===== src/rtl/uart_imem_loader.sv =====
// ============================================================================
// Module   : uart_imem_loader
// Brief    : UART (8N1) boot loader that writes a framed program image into
//            instruction memory and holds the core in reset until it is done.
//            Optional checksum byte enabled by defining UART_LOADER_CSUM_EN.
// Revision : 1.0 - initial release
// ============================================================================
`default_nettype none

module uart_imem_loader #(
    parameter int CLK_HZ       = 50_000_000,
    parameter int BAUD         = 115200,
    parameter int IMEM_WORDS   = 256,
    parameter int TIMEOUT_BITS = 64
) (
    input  logic        clk,
    input  logic        rst,
    input  logic        uart_rx,
    output logic        imem_we,
    output logic [31:0] imem_waddr,
    output logic [31:0] imem_wdata,
    output logic        cpu_rst,
    output logic        loading,
    output logic        err,
    output logic [15:0] word_count
);

    localparam int          CLKS_PER_BIT = CLK_HZ / BAUD;
    localparam logic [15:0] BIT_LAST     = 16'(CLKS_PER_BIT - 1);
    localparam logic [15:0] HALF_LAST    = 16'(CLKS_PER_BIT / 2 - 1);
    localparam logic [31:0] TO_LAST      = 32'(TIMEOUT_BITS * CLKS_PER_BIT - 1);
    localparam logic [16:0] MAX_LEN      = 17'(IMEM_WORDS);
    localparam logic [7:0]  SYNC_BYTE    = 8'hA5;

    typedef enum logic [1:0] {
        RX_IDLE,
        RX_START,
        RX_DATA,
        RX_STOP
    } rx_state_t;

    typedef enum logic [2:0] {
        F_IDLE,
        F_LEN0,
        F_LEN1,
        F_DATA,
`ifdef UART_LOADER_CSUM_EN
        F_CSUM,
`endif
        F_DONE
    } frame_state_t;

    rx_state_t    r_rx_state;
    frame_state_t r_fstate;

    logic        r_rx_meta;
    logic        r_rx_sync;
    logic        r_rx_d;
    logic [15:0] r_bit_cnt;
    logic [2:0]  r_bit_idx;
    logic [7:0]  r_shreg;
    logic        r_byte_valid;
    logic        r_stop_err;

    logic [15:0] r_len;
    logic [31:0] r_addr;
    logic [23:0] r_word;
    logic [1:0]  r_idx;
    logic [31:0] r_to_cnt;
`ifdef UART_LOADER_CSUM_EN
    logic [7:0]  r_csum;
`endif

    logic [15:0] w_len_full;
    logic        w_last_word;
    logic        w_in_frame;

    assign w_len_full  = {r_shreg, r_len[7:0]};
    assign w_last_word = ((word_count + 16'd1) == r_len);
    assign w_in_frame  = (r_fstate != F_IDLE) && (r_fstate != F_DONE);

    // Receiver: start bit is re-checked at half a bit, data/stop at mid-bit.
    always_ff @(posedge clk) begin
        if (rst) begin
            r_rx_meta    <= 1'b1;
            r_rx_sync    <= 1'b1;
            r_rx_d       <= 1'b1;
            r_rx_state   <= RX_IDLE;
            r_bit_cnt    <= 16'd0;
            r_bit_idx    <= 3'd0;
            r_shreg      <= 8'd0;
            r_byte_valid <= 1'b0;
            r_stop_err   <= 1'b0;
        end else begin
            r_rx_meta    <= uart_rx;
            r_rx_sync    <= r_rx_meta;
            r_rx_d       <= r_rx_sync;
            r_byte_valid <= 1'b0;
            r_stop_err   <= 1'b0;
            case (r_rx_state)
                RX_IDLE: begin
                    if (r_rx_d && !r_rx_sync) begin
                        r_rx_state <= RX_START;
                        r_bit_cnt  <= 16'd0;
                    end
                end
                RX_START: begin
                    if (r_bit_cnt == HALF_LAST) begin
                        r_bit_cnt <= 16'd0;
                        r_bit_idx <= 3'd0;
                        r_rx_state <= r_rx_sync ? RX_IDLE : RX_DATA;
                    end else begin
                        r_bit_cnt <= r_bit_cnt + 16'd1;
                    end
                end
                RX_DATA: begin
                    if (r_bit_cnt == BIT_LAST) begin
                        r_bit_cnt <= 16'd0;
                        r_shreg   <= {r_rx_sync, r_shreg[7:1]};
                        if (r_bit_idx == 3'd7) begin
                            r_rx_state <= RX_STOP;
                        end else begin
                            r_bit_idx <= r_bit_idx + 3'd1;
                        end
                    end else begin
                        r_bit_cnt <= r_bit_cnt + 16'd1;
                    end
                end
                RX_STOP: begin
                    if (r_bit_cnt == BIT_LAST) begin
                        r_bit_cnt    <= 16'd0;
                        r_rx_state   <= RX_IDLE;
                        r_byte_valid <= r_rx_sync;
                        r_stop_err   <= !r_rx_sync;
                    end else begin
                        r_bit_cnt <= r_bit_cnt + 16'd1;
                    end
                end
                default: r_rx_state <= RX_IDLE;
            endcase
        end
    end

    // Frame decoder; all outputs registered so they change the cycle after byte_valid.
    always_ff @(posedge clk) begin
        if (rst) begin
            r_fstate   <= F_IDLE;
            r_len      <= 16'd0;
            r_addr     <= 32'd0;
            r_word     <= 24'd0;
            r_idx      <= 2'd0;
            r_to_cnt   <= 32'd0;
`ifdef UART_LOADER_CSUM_EN
            r_csum     <= 8'd0;
`endif
            imem_we    <= 1'b0;
            imem_waddr <= 32'd0;
            imem_wdata <= 32'd0;
            cpu_rst    <= 1'b1;
            loading    <= 1'b0;
            err        <= 1'b0;
            word_count <= 16'd0;
        end else begin
            imem_we <= 1'b0;

            if (!w_in_frame || r_byte_valid) begin
                r_to_cnt <= 32'd0;
            end else begin
                r_to_cnt <= r_to_cnt + 32'd1;
            end

            if (r_stop_err) begin
                err <= 1'b1;
                if (w_in_frame) begin
                    r_fstate <= F_IDLE;
                    loading  <= 1'b0;
                end
            end else if (w_in_frame && (r_to_cnt == TO_LAST)) begin
                err      <= 1'b1;
                r_fstate <= F_IDLE;
                loading  <= 1'b0;
            end else if (r_byte_valid) begin
                case (r_fstate)
                    F_IDLE, F_DONE: begin
                        if (r_shreg == SYNC_BYTE) begin
                            r_fstate   <= F_LEN0;
                            cpu_rst    <= 1'b1;
                            loading    <= 1'b1;
                            err        <= 1'b0;
                            word_count <= 16'd0;
                            r_addr     <= 32'd0;
                            r_idx      <= 2'd0;
`ifdef UART_LOADER_CSUM_EN
                            r_csum     <= 8'd0;
`endif
                        end
                    end
                    F_LEN0: begin
                        r_len[7:0] <= r_shreg;
                        r_fstate   <= F_LEN1;
                    end
                    F_LEN1: begin
                        r_len <= w_len_full;
                        if ({1'b0, w_len_full} > MAX_LEN) begin
                            err      <= 1'b1;
                            loading  <= 1'b0;
                            r_fstate <= F_IDLE;
                        end else if (w_len_full == 16'd0) begin
`ifdef UART_LOADER_CSUM_EN
                            r_fstate <= F_CSUM;
`else
                            r_fstate <= F_DONE;
                            cpu_rst  <= 1'b0;
                            loading  <= 1'b0;
`endif
                        end else begin
                            r_fstate <= F_DATA;
                        end
                    end
                    F_DATA: begin
`ifdef UART_LOADER_CSUM_EN
                        r_csum <= r_csum ^ r_shreg;
`endif
                        r_idx  <= r_idx + 2'd1;
                        r_word <= {r_shreg, r_word[23:8]};
                        if (r_idx == 2'd3) begin
                            imem_we    <= 1'b1;
                            imem_waddr <= r_addr;
                            imem_wdata <= {r_shreg, r_word};
                            r_addr     <= r_addr + 32'd4;
                            word_count <= word_count + 16'd1;
                            if (w_last_word) begin
`ifdef UART_LOADER_CSUM_EN
                                r_fstate <= F_CSUM;
`else
                                r_fstate <= F_DONE;
                                cpu_rst  <= 1'b0;
                                loading  <= 1'b0;
`endif
                            end
                        end
                    end
`ifdef UART_LOADER_CSUM_EN
                    F_CSUM: begin
                        loading <= 1'b0;
                        if (r_shreg == r_csum) begin
                            r_fstate <= F_DONE;
                            cpu_rst  <= 1'b0;
                        end else begin
                            r_fstate <= F_IDLE;
                            err      <= 1'b1;
                        end
                    end
`endif
                    default: r_fstate <= F_IDLE;
                endcase
            end
        end
    end

endmodule

`default_nettype wire


===== config.mk =====
export PLATFORM = sky130hd
export DESIGN_NAME = uart_imem_loader
export DESIGN_NICKNAME = d
export VERILOG_FILES = /design/src/rtl/uart_imem_loader.sv
export SDC_FILE = /design/constraint.sdc
export NUM_CORES = 1
export LEC_CHECK = 0
export CORE_ASPECT_RATIO = 0.9
export CORE_MARGIN = 2
export CORE_UTILIZATION = 29
export CTS_CLUSTER_DIAMETER = 150
export CTS_CLUSTER_SIZE = 30
export DETAILED_ROUTE_END_ITERATION = 10
export GPL_ROUTABILITY_DRIVEN = 0
export GPL_TIMING_DRIVEN = 0
export PLACE_DENSITY = 0.58
export SYNTH_ARGS = -nofsm -noshare
export SYNTH_HDL_FRONTEND = slang
export SYNTH_SLANG_ARGS = --single-unit

===== constraint.sdc =====
create_clock -name clk -period 3 [get_ports clk]
set_input_delay 0.45 -clock clk [delete_from_list [all_inputs] [get_ports clk]]
set_output_delay 0.45 -clock clk [all_outputs]
set_load 0.02 [all_outputs]

Word-level counts from Yosys, hierarchy flattened

Index checks and enable logic that the tools add are counted.

Equal/unequal tests: 32
Bitwise gates (word level): 6
Mux-type cells: 52
$add $sub $neg: 6
Order comparisons: 1
Reductions and logical operators: 34

Operators by type and width:

| cell                                                | count |
|---|---|
| two-way mux 16 bit                                  | 5 |
| two-way mux 32 bit                                  | 2 |
| case mux 32 bit (2 select lines)                    | 1 |
| case mux 16 bit (3 select lines)                    | 1 |
| two-way mux 3 bit                                   | 12 |
| adder 16 x 1 -> 16 bit, second input constant       | 2 |
| adder 32 x 1 -> 32 bit, second input constant       | 1 |
| adder 32 x 3 -> 32 bit, second input constant       | 1 |
| == test 32 x 15 -> 1 bit, second input constant     | 1 |
| case mux 16 bit (2 select lines)                    | 1 |
| != test 2 bit, second input constant                | 11 |
| AND reduction 4 bit                                 | 5 |
| AND reduction 5 bit                                 | 4 |
| == test 16 bit                                      | 1 |
| == test 16 x 8 -> 1 bit, second input constant      | 1 |
| == test 16 x 9 -> 1 bit, second input constant      | 1 |
| > comparator 16 x 9 -> 1 bit, second input constant | 1 |
| zero test 16 bit                                    | 1 |
| two-way mux 1 bit                                   | 16 |
| != test 4 bit, second input constant                | 4 |
| two-way mux 2 bit                                   | 7 |
| case mux 3 bit (4 select lines)                     | 1 |
| AND reduction 9 bit                                 | 1 |
| nonzero test 3 bit                                  | 3 |
| other kinds (31)                                    | 47 |

Logic and storage cells: 154
Input port bits: 3
Register bits: 227
Output and inout bits: 84

Longest topological paths before layout

Gate-level depths: netlist (run 1).

Word-level depth: 8
Gate-level depth with buffers: 10
Depth with buffers taken out: 8

Worst setup path before layout (run 1)

No wires, ideal clock.

Path type: reg2reg
From: reg word_count[0]
To: reg cpu_rst
Clock period less this slack: 2549 ps
Arrival: 2429 ps
Slack: 451 ps
Required time: 2880 ps
Path buffers: 2
Setup time: 120 ps
Cell stages (with the launch flop): 11
Cells stage by stage: dfxtp_1 -> ha_1 -> buf_2 -> and3_1 -> clkbuf_1 -> a31oi_1 -> a211o_1 -> a31oi_1 -> nor4_1 -> a2111o_1 -> o31a_1

Cells in the longest elaborated chain, start to end: 4

Ends and longest elaborated chain:

| element                              | RTL line | RTL |
|---|---|---|
| from (decl)                          | 25       | `output logic [15:0] word_count` |
| from (signal assigned)               | 231      | `word_count <= word_count + 16'd1;` |
| adder 16 x 1 -> 16 bit               | 79       | `assign w_last_word = ((word_count + 16'd1) == r_len);` |
| == test 16 bit                       | 79       |  |
| != test 2 bit (no source line)       | --       |  |
| AND reduction 9 bit (no source line) | --       |  |
| to (signal assigned)                 | 159      | `cpu_rst <= 1'b1;` |
| to (signal assigned)                 | 187      | `cpu_rst <= 1'b1;` |
| to (signal assigned)                 | 213      | `cpu_rst <= 1'b0;` |
| to (decl)                            | 22       | `output logic cpu_rst,` |

No other way between the ends.
A chain may end at the register's enable or synchronous reset.

Worst setup path in the final report (run 1)

From: reg r_to_cnt[0]
To: reg r_word[4]

Cells in the longest elaborated chain, start to end: 4

Ends and longest elaborated chain:

| element                              | RTL line | RTL |
|---|---|---|
| from (decl)                          | 69       | `logic [31:0] r_to_cnt;` |
| from (signal assigned)               | 169      | `r_to_cnt <= r_to_cnt + 32'd1;` |
| == test 32 x 15 -> 1 bit             | 178      | `end else if (w_in_frame && (r_to_cnt == TO_LAST)) begin` |
| logical AND 1 bit                    | 178      |  |
| NOT 1 bit (no source line)           | --       |  |
| AND reduction 4 bit (no source line) | --       |  |
| to (signal assigned)                 | 225      | `r_word <= {r_shreg, r_word[23:8]};` |
| to (decl)                            | 67       | `logic [23:0] r_word;` |

No other way between the ends.

==> results by group, run 1 <==
Timing
  – Final-report hold violation count: 0
  – Fin crit period: 2.78 ns
  – Final period util: 0.926
  – Fmax: 0.360 GHz
  – Clk_skew: 0.0212 ns
  – Post-Route Setup TNS: 0 ns
  – Slew @ Worst Pin: 0.823 ns
  – Final Max Slew Viols: 0
  – Slew margin rel.: 0.451
  – Final Setup Violations: 0
  – RSZ-0062 raised after global routing: no

Critical path
  – Critical path fanouts, max: 10
  – CP top delay family: simple AND/OR/NAND/NOR gates
  – Crit path largest cell delay: 0.56 ns
  – WS Path Type: reg2reg
  – Startpoint class of the critical path: flip-flop
  – CP cell instances: ha_1, and4_1, a31oi_1, nand2_1, nor2_1, clkbuf_1, nand2_1, a21oi_1
  – WP buf/inv: 1
  – Cell mode on critical path: nand2_1
  – Element type at the critical path end: flip-flop
  – Worst endpoint required time: 3.41 ns
  – CP Data Arrival Time: 3.19 ns
  – Critical Path Slowest Stage Cell: nor2_1

Placed design
  – Placed Cells: 1,747
  – Number of port buffers: 84
  – Detail Placement HPWL: 18.5 mm
  – Dpl cell area: 0.0113 mm^2

Pwr
  – Leak pwr: 3.74 nW
  – Maximum vdd drop: 0.000281 V
  – Pwr dens: 419 mW/mm^2

Hold path
  – Hold Crit Class: reg2reg

Logic synthesis
  – Yosys cell types: 69
  – Synth Instances: 1,200
  – Synth Register Bits: 223
  – FFs w/ async S/R, synth: 0
  – Yosys warning count: 0
  – Synth cell count leaders: nand2_1 (235), dfxtp_1 (223), nor2_1 (131)
  – Synth Cell Area: 0.00988 mm^2
  – Synth Flop Type: dfxtp_1
  – Synthesized area per cell: 8.23 um^2
  – Seq/Total Area, Yosys: 0.452
  – Count of flip-flops with a built-in enable after synthesis: 0
  – Count leader, synth: nand2_1
  – Yosys top cell area share: 0.452
  – Yosys top cell by area: dfxtp_1
  – Synth top area cells: dfxtp_1 (45%), nand2_1 (8.9%), a21oi_1 (6.3%)

Route
  – Routed vias/inst: 4.82
  – Drt initial violations: 474
  – Routed WL: 25.6 mm
  – Antenna-violating nets left: 0
  – Routed WL per cell: 14.6 um
  – Drt drc: 0
  – Vias: 8,480
  – Drt pass-1 iters: 5

GRT
  – GRT Total Usage: 0.141
  – Gr ovfl total: 0
  – Initial antenna violation count: 0
  – Largest net degree at the start of global routing: 31
  – Number of global-route vias before repair: 7,763
  – Global-route wire length before repair: 40.6 mm

Clock tree
  – Bufs on Longest Clock Path: 3
  – Post-CTS Hold Buffers: 0
  – CTS tree: done
  – Post-CTS sizing: 0
  – Root Driver: clkbuf_16
  – Clk_lat worst skew: 0.48 ns
  – Post CTS Setup Buffer Count: 0
  – H-tree Lvls: 1
  – Sink Count: 223
  – Num CTS Buffers: 11
  – CTS clock-pin slew for the worst setup and hold paths: 0.12 ns

Floorplan
  – Die Area: 0.0356 mm^2
  – Initial Util: 0.292
  – Row cnt: 64
  – Die width: 199 um
  – Top Ports: 87
  – Die height: 179 um
  – Core footprint: 0.0338 mm^2

Final layout
  – Number of fill cells: 3,579
  – Final core utilization: 0.343
  – Post-Layout Cell Count: 1,758
  – # diodes: 0
  – Area of the multi-input gates: 0.00500 mm^2
  – Cell area after layout: 0.0116 mm^2
  – Reg area: 0.00447 mm^2
  – # nets final: 1,309
  – Area grow syn2layout: 17.4%
  – Share of cells above drive strength 1: 0.0571

Run
  – Maxcap violations: 0

Outcome
  – Outcome: finished, final reports clean
[final timing paths]
path	startpoint	endpoint	slack, ns	cells past startpoint
max	r_to_cnt[0]	r_word[4]	0.22	8
max reg2reg	r_to_cnt[0]	r_word[4]	0.22	8
min	r_rx_meta	r_rx_sync	0.40	1
min reg2reg	r_rx_meta	r_rx_sync	0.40	1
[placed cells by master, fill, tap and decap left out, drive strengths merged, types with 2 or more instances in the layout]
cell type,synthesis,layout
xnor2,47,47
nor3b,11,11
xor2,27,27
nor3,25,25
nand2,235,235
conb,1,2
nor4b,2,2
or2,7,7
buf,33,33
a211oi,5,5
and4,11,11
clkbuf,38,48
or4,4,4
or3,18,18
nand4b,4,4
inv,18,19
nand4,19,19
a41oi,3,3
and2,6,6
a311oi,8,8
and3,22,22
nand3,38,38
mux2i,26,26
nor4,22,22
a21o,2,2
dfxtp,223,223
nor2b,5,5
a211o,2,2
nor2,134,134
a22oi,4,4
ha,9,9
a31oi,8,8
clkdlybuf4s50,0,84
nand3b,6,6
a21oi,125,125
o21ai,35,35
[worst register-to-register path: stages (launching register included)]
cell and delay (ns):
dfxtp_1 0.35, ha_1 0.24, and4_1 0.28, a31oi_1 0.38, nand2_1 0.25, nor2_1 0.56
clkbuf_1 0.38, nand2_1 0.14, a21oi_1 0.13
[registers in the layout, summed over array words and instances (netlist names), 3 cells and up]
| name | count |
|---|---|
| r_to_cnt | 32 |
| word_count | 16 |
| r_fstate | 3 |
| r_shreg | 8 |
| r_bit_idx | 3 |
| r_bit_cnt | 16 |
| r_word | 24 |
| r_len | 16 |
| r_addr | 30 |
| imem_waddr | 30 |
| imem_wdata | 32 |
[cells by family (layout without fill, tap and decap cells)]
kind of cell    after synthesis  count (layout)  share of synthesized area
compound gates              206             206                      0.120
xor+xnor                     74              74                     0.0656
fa+ha+maj                     9               9                     0.0114
buf+inv                      89             184                     0.0433
flops                       223             223                      0.452
mux                          26              26                     0.0263
other cells                   1               2                   0.000379
simple gates                572             572                      0.281
[stage by stage]
| stage | hold slack [ns] | total power, mW | setup WS, ns |
|---|---|---|---|
| 6_report | 0.400 | 4.86 | 0.221 |
| 3_5_place_dp | 0.402 | 3.27 | -0.0656 |
| 5_1_grt | 0.421 | 5.04 | 0.0260 |
| 2_1_floorplan | 0.389 | 3.20 | 0.451 |
| 3_3_place_gp | 0.391 | 3.27 | -0.0172 |
| 4_1_cts | 0.409 | 4.93 | 0.0862 |
[cell type report]
class / instances / area share
clock buffers: 11 / 0.0237
plain buffers: 70 / 0.0307
flip-flops and latches: 223 / 0.385
well taps: 462 / 0.0498
repair buffers: 84 / 0.0724
clock inverters: 1 / 0.00172
multi-input cells: 889 / 0.431
inverters: 18 / 0.00582
[routing by layer]
| layer | vias up | routed length (um) | GRT usage |
|---|---|---|---|
| met3 | 28 | 1410 | 0.0271 |
| li1 | 4313 | - | - |
| met2 | 154 | 11200 | 0.223 |
| met4 | 0 | 555 | 0.0373 |
| met5 | - | 0 | 0 |
| met1 | 3985 | 12500 | 0.197 |
[power by group]
part	switching [mW]	internal (mW)
sequential	0.0185	2.97
combinational	0.145	0.0617
clock	0.974	0.687
total	1.14	3.72
(Power assumes the default switching activity.)
==> run 2, diff against run 1 <==
--- a/config.mk
+++ b/config.mk
@@ -15,3 +15,3 @@
 export GPL_TIMING_DRIVEN = 0
-export PLACE_DENSITY = 0.58
+export PLACE_DENSITY = 0.59
 export SYNTH_ARGS = -nofsm -noshare
@@ -19 +19,2 @@
 export SYNTH_SLANG_ARGS = --single-unit
+export TNS_END_PERCENT = 5
==> constraint.sdc (replaced) <==
create_clock -name clk -period 2.35 [get_ports clk]
set_input_delay 0.235 -clock clk [delete_from_list [all_inputs] [get_ports clk]]
set_output_delay 0.235 -clock clk [all_outputs]
set_load 0.02 [all_outputs]
==> results by group, run 2 (synthesized netlist as in run 1, its figures left out) <==
Floorplan
  – Top Ports: 87
  – Initial Util: 0.292
  – Row cnt: 64
  – Core footprint: 0.0338 mm^2
  – Die height: 179 um
  – Die width: 199 um
  – Die Area: 0.0356 mm^2

Final layout
  – Most frequent cells in the layout: nand2_1 (232), dfxtp_1 (213), nor2_1 (127), a21oi_1 (124), clkdlybuf4s50_1 (84)
  – Commonest non-fill, non-tap cell in the layout: nand2_1
  – Share of cells above drive strength 1: 0.107
  – Largest registers: imem_wdata (32), r_to_cnt (32)
  – Cell area after layout: 0.0121 mm^2
  – Final core utilization: 0.358
  – # nets final: 1,320
  – Area grow syn2layout: 22.5%
  – # diodes: 0

Critical path
  – CP cell instances: or4bb_1, nor4_4, a311oi_4, and3_4, buf_4, clkbuf_4, nand2_1, a21oi_1
  – CP top delay family: simple AND/OR/NAND/NOR gates
  – WS Path Type: reg2reg
  – Critical path fanouts, max: 10
  – Worst endpoint required time: 2.70 ns
  – WP buf/inv: 2
  – Crit path largest cell delay: 0.53 ns
  – CP Data Arrival Time: 2.70 ns
  – Element type at the critical path end: flip-flop
  – Startpoint class of the critical path: flip-flop
  – Critical Path Slowest Stage Cell: or4bb_1

Timing
  – Slew @ Worst Pin: 0.745 ns
  – Fmax: 0.425 GHz
  – RSZ-0062 raised after global routing: yes
  – Final-report hold violation count: 0
  – Final period util: 1.00
  – Final worst slack: -0.00553 ns
  – Clk_skew: 0.0280 ns
  – Slew margin rel.: 0.504
  – Fin crit period: 2.36 ns
  – Final Setup Violations: 2
  – Final Max Slew Viols: 0

Clock tree
  – Bufs on Longest Clock Path: 3
  – Post-CTS Hold Buffers: 0
  – Num CTS Buffers: 11
  – Root Driver: clkbuf_16
  – CTS clock-pin slew for the worst setup and hold paths: 0.12 ns
  – Sink Count: 223
  – CTS tree: done
  – Clk_lat worst skew: 0.48 ns
  – H-tree Lvls: 1

Placed design
  – Dpl cell area: 0.0113 mm^2
  – Detail Placement HPWL: 18.5 mm
  – Number of port buffers: 84

Route
  – Drt drc: 0
  – Drt initial violations: 632
  – Drt pass-1 iters: 5
  – Routed WL per cell: 14.7 um
  – Antenna-violating nets left: 0
  – Vias: 8,545
  – Routed WL: 26.0 mm
  – Routed vias/inst: 4.83

Pwr
  – Leak pwr: 3.92 nW
  – Pwr dens: 516 mW/mm^2
  – Maximum vdd drop: 0.000403 V

Outcome
  – Failing checks: setup timing
  – Outcome: finished, violations left

GRT
  – GRT Total Usage: 0.143
  – Initial antenna violation count: 0
  – Largest net degree at the start of global routing: 32
  – Global-route wire length before repair: 41.2 mm
  – Gr ovfl total: 0
  – Number of global-route vias before repair: 7,861

Run
  – Maxcap violations: 0

Hold path
  – Hold Crit Class: in2reg
## run 2: final cells by class
type,instances,area (um^2)
Fill cell,3525,21700
Multi-Input combinational cell,889,5320
Sequential cell,223,4480
Timing Repair Buffer,98,946
Tap cell,462,578
Buffer,67,407
Clock buffer,12,279
Inverter,18,67.6
Clock inverter,1,20.0
## run 2: routing by layer
metal	share of wire	track usage
met2	0.44	0.228
met4	0.021	0.0367
met1	0.48	0.201
met3	0.052	0.0218
met5	0	0
## run 2: path summary, 6_finish.rpt
| path | slack (ns) | from | end | depth (start not counted) |
|---|---|---|---|---|
| max | -0.006 | r_to_cnt[13] | imem_wdata[1] | 8 |
| min | 0.31 | uart_rx | r_rx_meta | 2 |
| max reg2reg | -0.006 | r_to_cnt[13] | imem_wdata[1] | 8 |
| min reg2reg | 0.44 | r_to_cnt[0] | r_to_cnt[0] | 1 |
## run 2: timing repair
action | 4_1_cts | 5_1_grt
endpoints found under the hold margin | 0 | 0
setup buffers | 1 | 13
gates resized for setup | 49 | 53
setup endpoints to repair | 153 | 147
pin swaps | 5 | 19
## run 2: metrics by stage
| stage | instances | TNS [ns] | hold WS (ns) | power [mW] | setup WS [ns] |
|---|---|---|---|---|---|
| final | 1770 | -0.00866 | 0.306 | 6.25 | -0.00553 |
| after global routing | 1770 | -6.50 | 0.316 | 6.50 | -0.117 |
| after CTS | 1759 | -0.104 | 0.299 | 6.31 | -0.0543 |
| after detailed placement | 1747 | -54.85 | 0.411 | 4.17 | -0.564 |
| after global placement | 1747 | -50.10 | 0.392 | 4.17 | -0.577 |
| after floorplan | 1201 | 0 | 0.339 | 4.08 | 0.00398 |
## run 2: power breakdown
group	total [mW]	leakage, nW	switching [mW]	internal [mW]
Clock	2.15	0.147	1.27	0.884
Combinational	0.278	1.97	0.189	0.0890
Sequential	3.82	1.80	0.0240	3.79
Total	6.25	3.92	1.48	4.77
==> run 3, diff against run 2 <==
CTS_BUF_LIST = sky130_fd_sc_hd__clkbuf_16   (was default)
==> results by group, run 3 (synthesized netlist as in run 1, its figures left out) <==
Outcome
  – Outcome: finished, violations left
  – Failing checks: setup timing

GRT
  – Number of global-route vias before repair: 7,861
  – Initial antenna violation count: 0
  – Global-route wire length before repair: 41.2 mm
  – GRT Total Usage: 0.143
  – Largest net degree at the start of global routing: 32
  – Gr ovfl total: 0

Critical path
  – Critical path fanouts, max: 10
  – CP cell instances: or4bb_1, nor4_4, a311oi_4, and3_4, buf_4, clkbuf_4, nand2_1, a21oi_1
  – WS Path Type: reg2reg
  – Element type at the critical path end: flip-flop
  – Startpoint class of the critical path: flip-flop
  – Critical Path Slowest Stage Cell: or4bb_1
  – Worst R2R Start: r_to_cnt[13]
  – CP Data Arrival Time: 2.70 ns
  – Crit path launch: r_to_cnt[13]
  – Worst endpoint required time: 2.69 ns
  – Crit path largest cell delay: 0.53 ns

Floorplan
  – Die Area: 0.0356 mm^2
  – Row cnt: 64
  – Initial Util: 0.292
  – Core footprint: 0.0338 mm^2
  – Die height: 179 um
  – Top Ports: 87
  – Die width: 199 um

Final layout
  – Number of fill cells: 3,525
  – Final core utilization: 0.358
  – Area grow syn2layout: 22.5%
  – Share of cells above drive strength 1: 0.107
  – Cell area after layout: 0.0121 mm^2
  – # diodes: 0
  – # nets final: 1,320
  – Largest registers: imem_wdata (32), r_to_cnt (32)
  – Most frequent cells in the layout: nand2_1 (232), dfxtp_1 (213), nor2_1 (127), a21oi_1 (124), clkdlybuf4s50_1 (84)
  – Commonest non-fill, non-tap cell in the layout: nand2_1

Route
  – Routed WL: 26.0 mm
  – Drt pass-1 iters: 5
  – Drt initial violations: 640
  – Routed WL per cell: 14.7 um
  – Antenna-violating nets left: 0
  – Routed vias/inst: 4.83
  – Drt drc: 0
  – Vias: 8,553

Clock tree
  – Sink Count: 223
  – H-tree Lvls: 1
  – Num CTS Buffers: 11
  – Clk_lat worst skew: 0.48 ns
  – CTS clock-pin slew for the worst setup and hold paths: 0.12 ns
  – Bufs on Longest Clock Path: 3
  – Root Driver: clkbuf_16
  – CTS tree: done

Timing
  – Final Max Slew Viols: 0
  – Final Setup Violations: 2
  – Final-report hold violation count: 0
  – Final worst slack: -0.00588 ns
  – RSZ-0062 raised after global routing: yes
  – Slew @ Worst Pin: 0.744 ns
  – Slew margin rel.: 0.504
  – Fin crit period: 2.36 ns
  – Clk_skew: 0.0280 ns
  – Final period util: 1.00
  – WHS: 0.306 ns
  – Fmax: 0.424 GHz

Placed design
  – Dpl cell area: 0.0113 mm^2
  – Detail Placement HPWL: 18.5 mm
  – Number of port buffers: 84
  – Post-Place Worst Slack: -0.564 ns

Pwr
  – Net switching power: 1.48 mW
  – Pint: 4.76 mW
  – Switching part of the total: 0.237
  – Clock Power Share: 0.344
  – Pwr dens: 516 mW/mm^2
  – Leak pwr: 3.93 nW
  – Power share of the combinational group: 0.045
  – Maximum vdd drop: 0.000403 V
  – Flop pwr share: 0.611

Hold path
  – Hold path start: uart_rx
  – Hold Crit Class: in2reg

Run
  – Maxcap violations: 0
## run 3: changes by cell type in the layout (fill, tap and decap cells not counted)
cell      delta
clkbuf_1     -1
inv_1        +1
## run 3: routing by layer
layer	vias to the layer above	GRT usage	wire [um]
met3	31	0.0218	1320
li1	4321	-	-
met4	0	0.0367	550
met5	-	0	0
met2	164	0.228	11600
met1	4037	0.201	12600
## run 3: layout make-up
| cell class | instances | area [um^2] | area share |
|---|---|---|---|
| Multi-Input combinational cell | 889 | 5320 | 0.440 |
| Inverter | 18 | 67.6 | 0.00558 |
| Clock buffer | 11 | 275 | 0.0227 |
| Timing Repair Buffer | 98 | 946 | 0.0781 |
| Buffer | 67 | 407 | 0.0336 |
| Tap cell | 462 | 578 | 0.0478 |
| Clock inverter | 2 | 23.8 | 0.00196 |
| Sequential cell | 223 | 4480 | 0.370 |
## run 3: power groups by stage
stage,Clock (mW),Sequential [mW],Combinational [mW]
3_3_place_gp,0,3.90,0.264
6_report,2.15,3.82,0.278
4_1_cts,2.22,3.82,0.269
2_1_floorplan,0,3.90,0.179
3_5_place_dp,0,3.90,0.265
5_1_grt,2.36,3.82,0.311
## run 3: path summary, 6_finish.rpt
kind                                      end  slack (ns)  depth (start not counted)
worst max-delay path            imem_wdata[1]      -0.006                          8
worst min register to register    r_to_cnt[0]        0.44                          1
worst max register to register  imem_wdata[1]      -0.006                          8
worst min-delay path                r_rx_meta        0.31                          2
## run 3: through the flow
| stage | total power [mW] | cells | TNS (ns) |
|---|---|---|---|
| 5_1_grt | 6.50 | 1770 | -6.51 |
| 6_report | 6.24 | 1770 | -0.00936 |
| 3_5_place_dp | 4.17 | 1747 | -54.85 |
| 4_1_cts | 6.31 | 1759 | -0.104 |
| 2_1_floorplan | 4.08 | 1201 | 0 |
| 3_3_place_gp | 4.17 | 1747 | -50.10 |
## run 3: critical path, delay by kind of cell, from the launching register on
family / cells / cell delay, ns
AND/OR/NAND/NOR: 4 / 1.20
buffers and inverters: 2 / 0.42
AO/OA/AOI/OAI: 2 / 0.21
flip-flops: 1 / 0.39
## run 3: repair_timing
item / in CTS / in global routing
endpoints found under the hold margin: 0 / 0
hold buffers: 0 / 0
gates resized for setup: 49 / 53
setup endpoints to repair: 153 / 147
buffers inserted: 1 / 13
pin swaps: 5 / 19
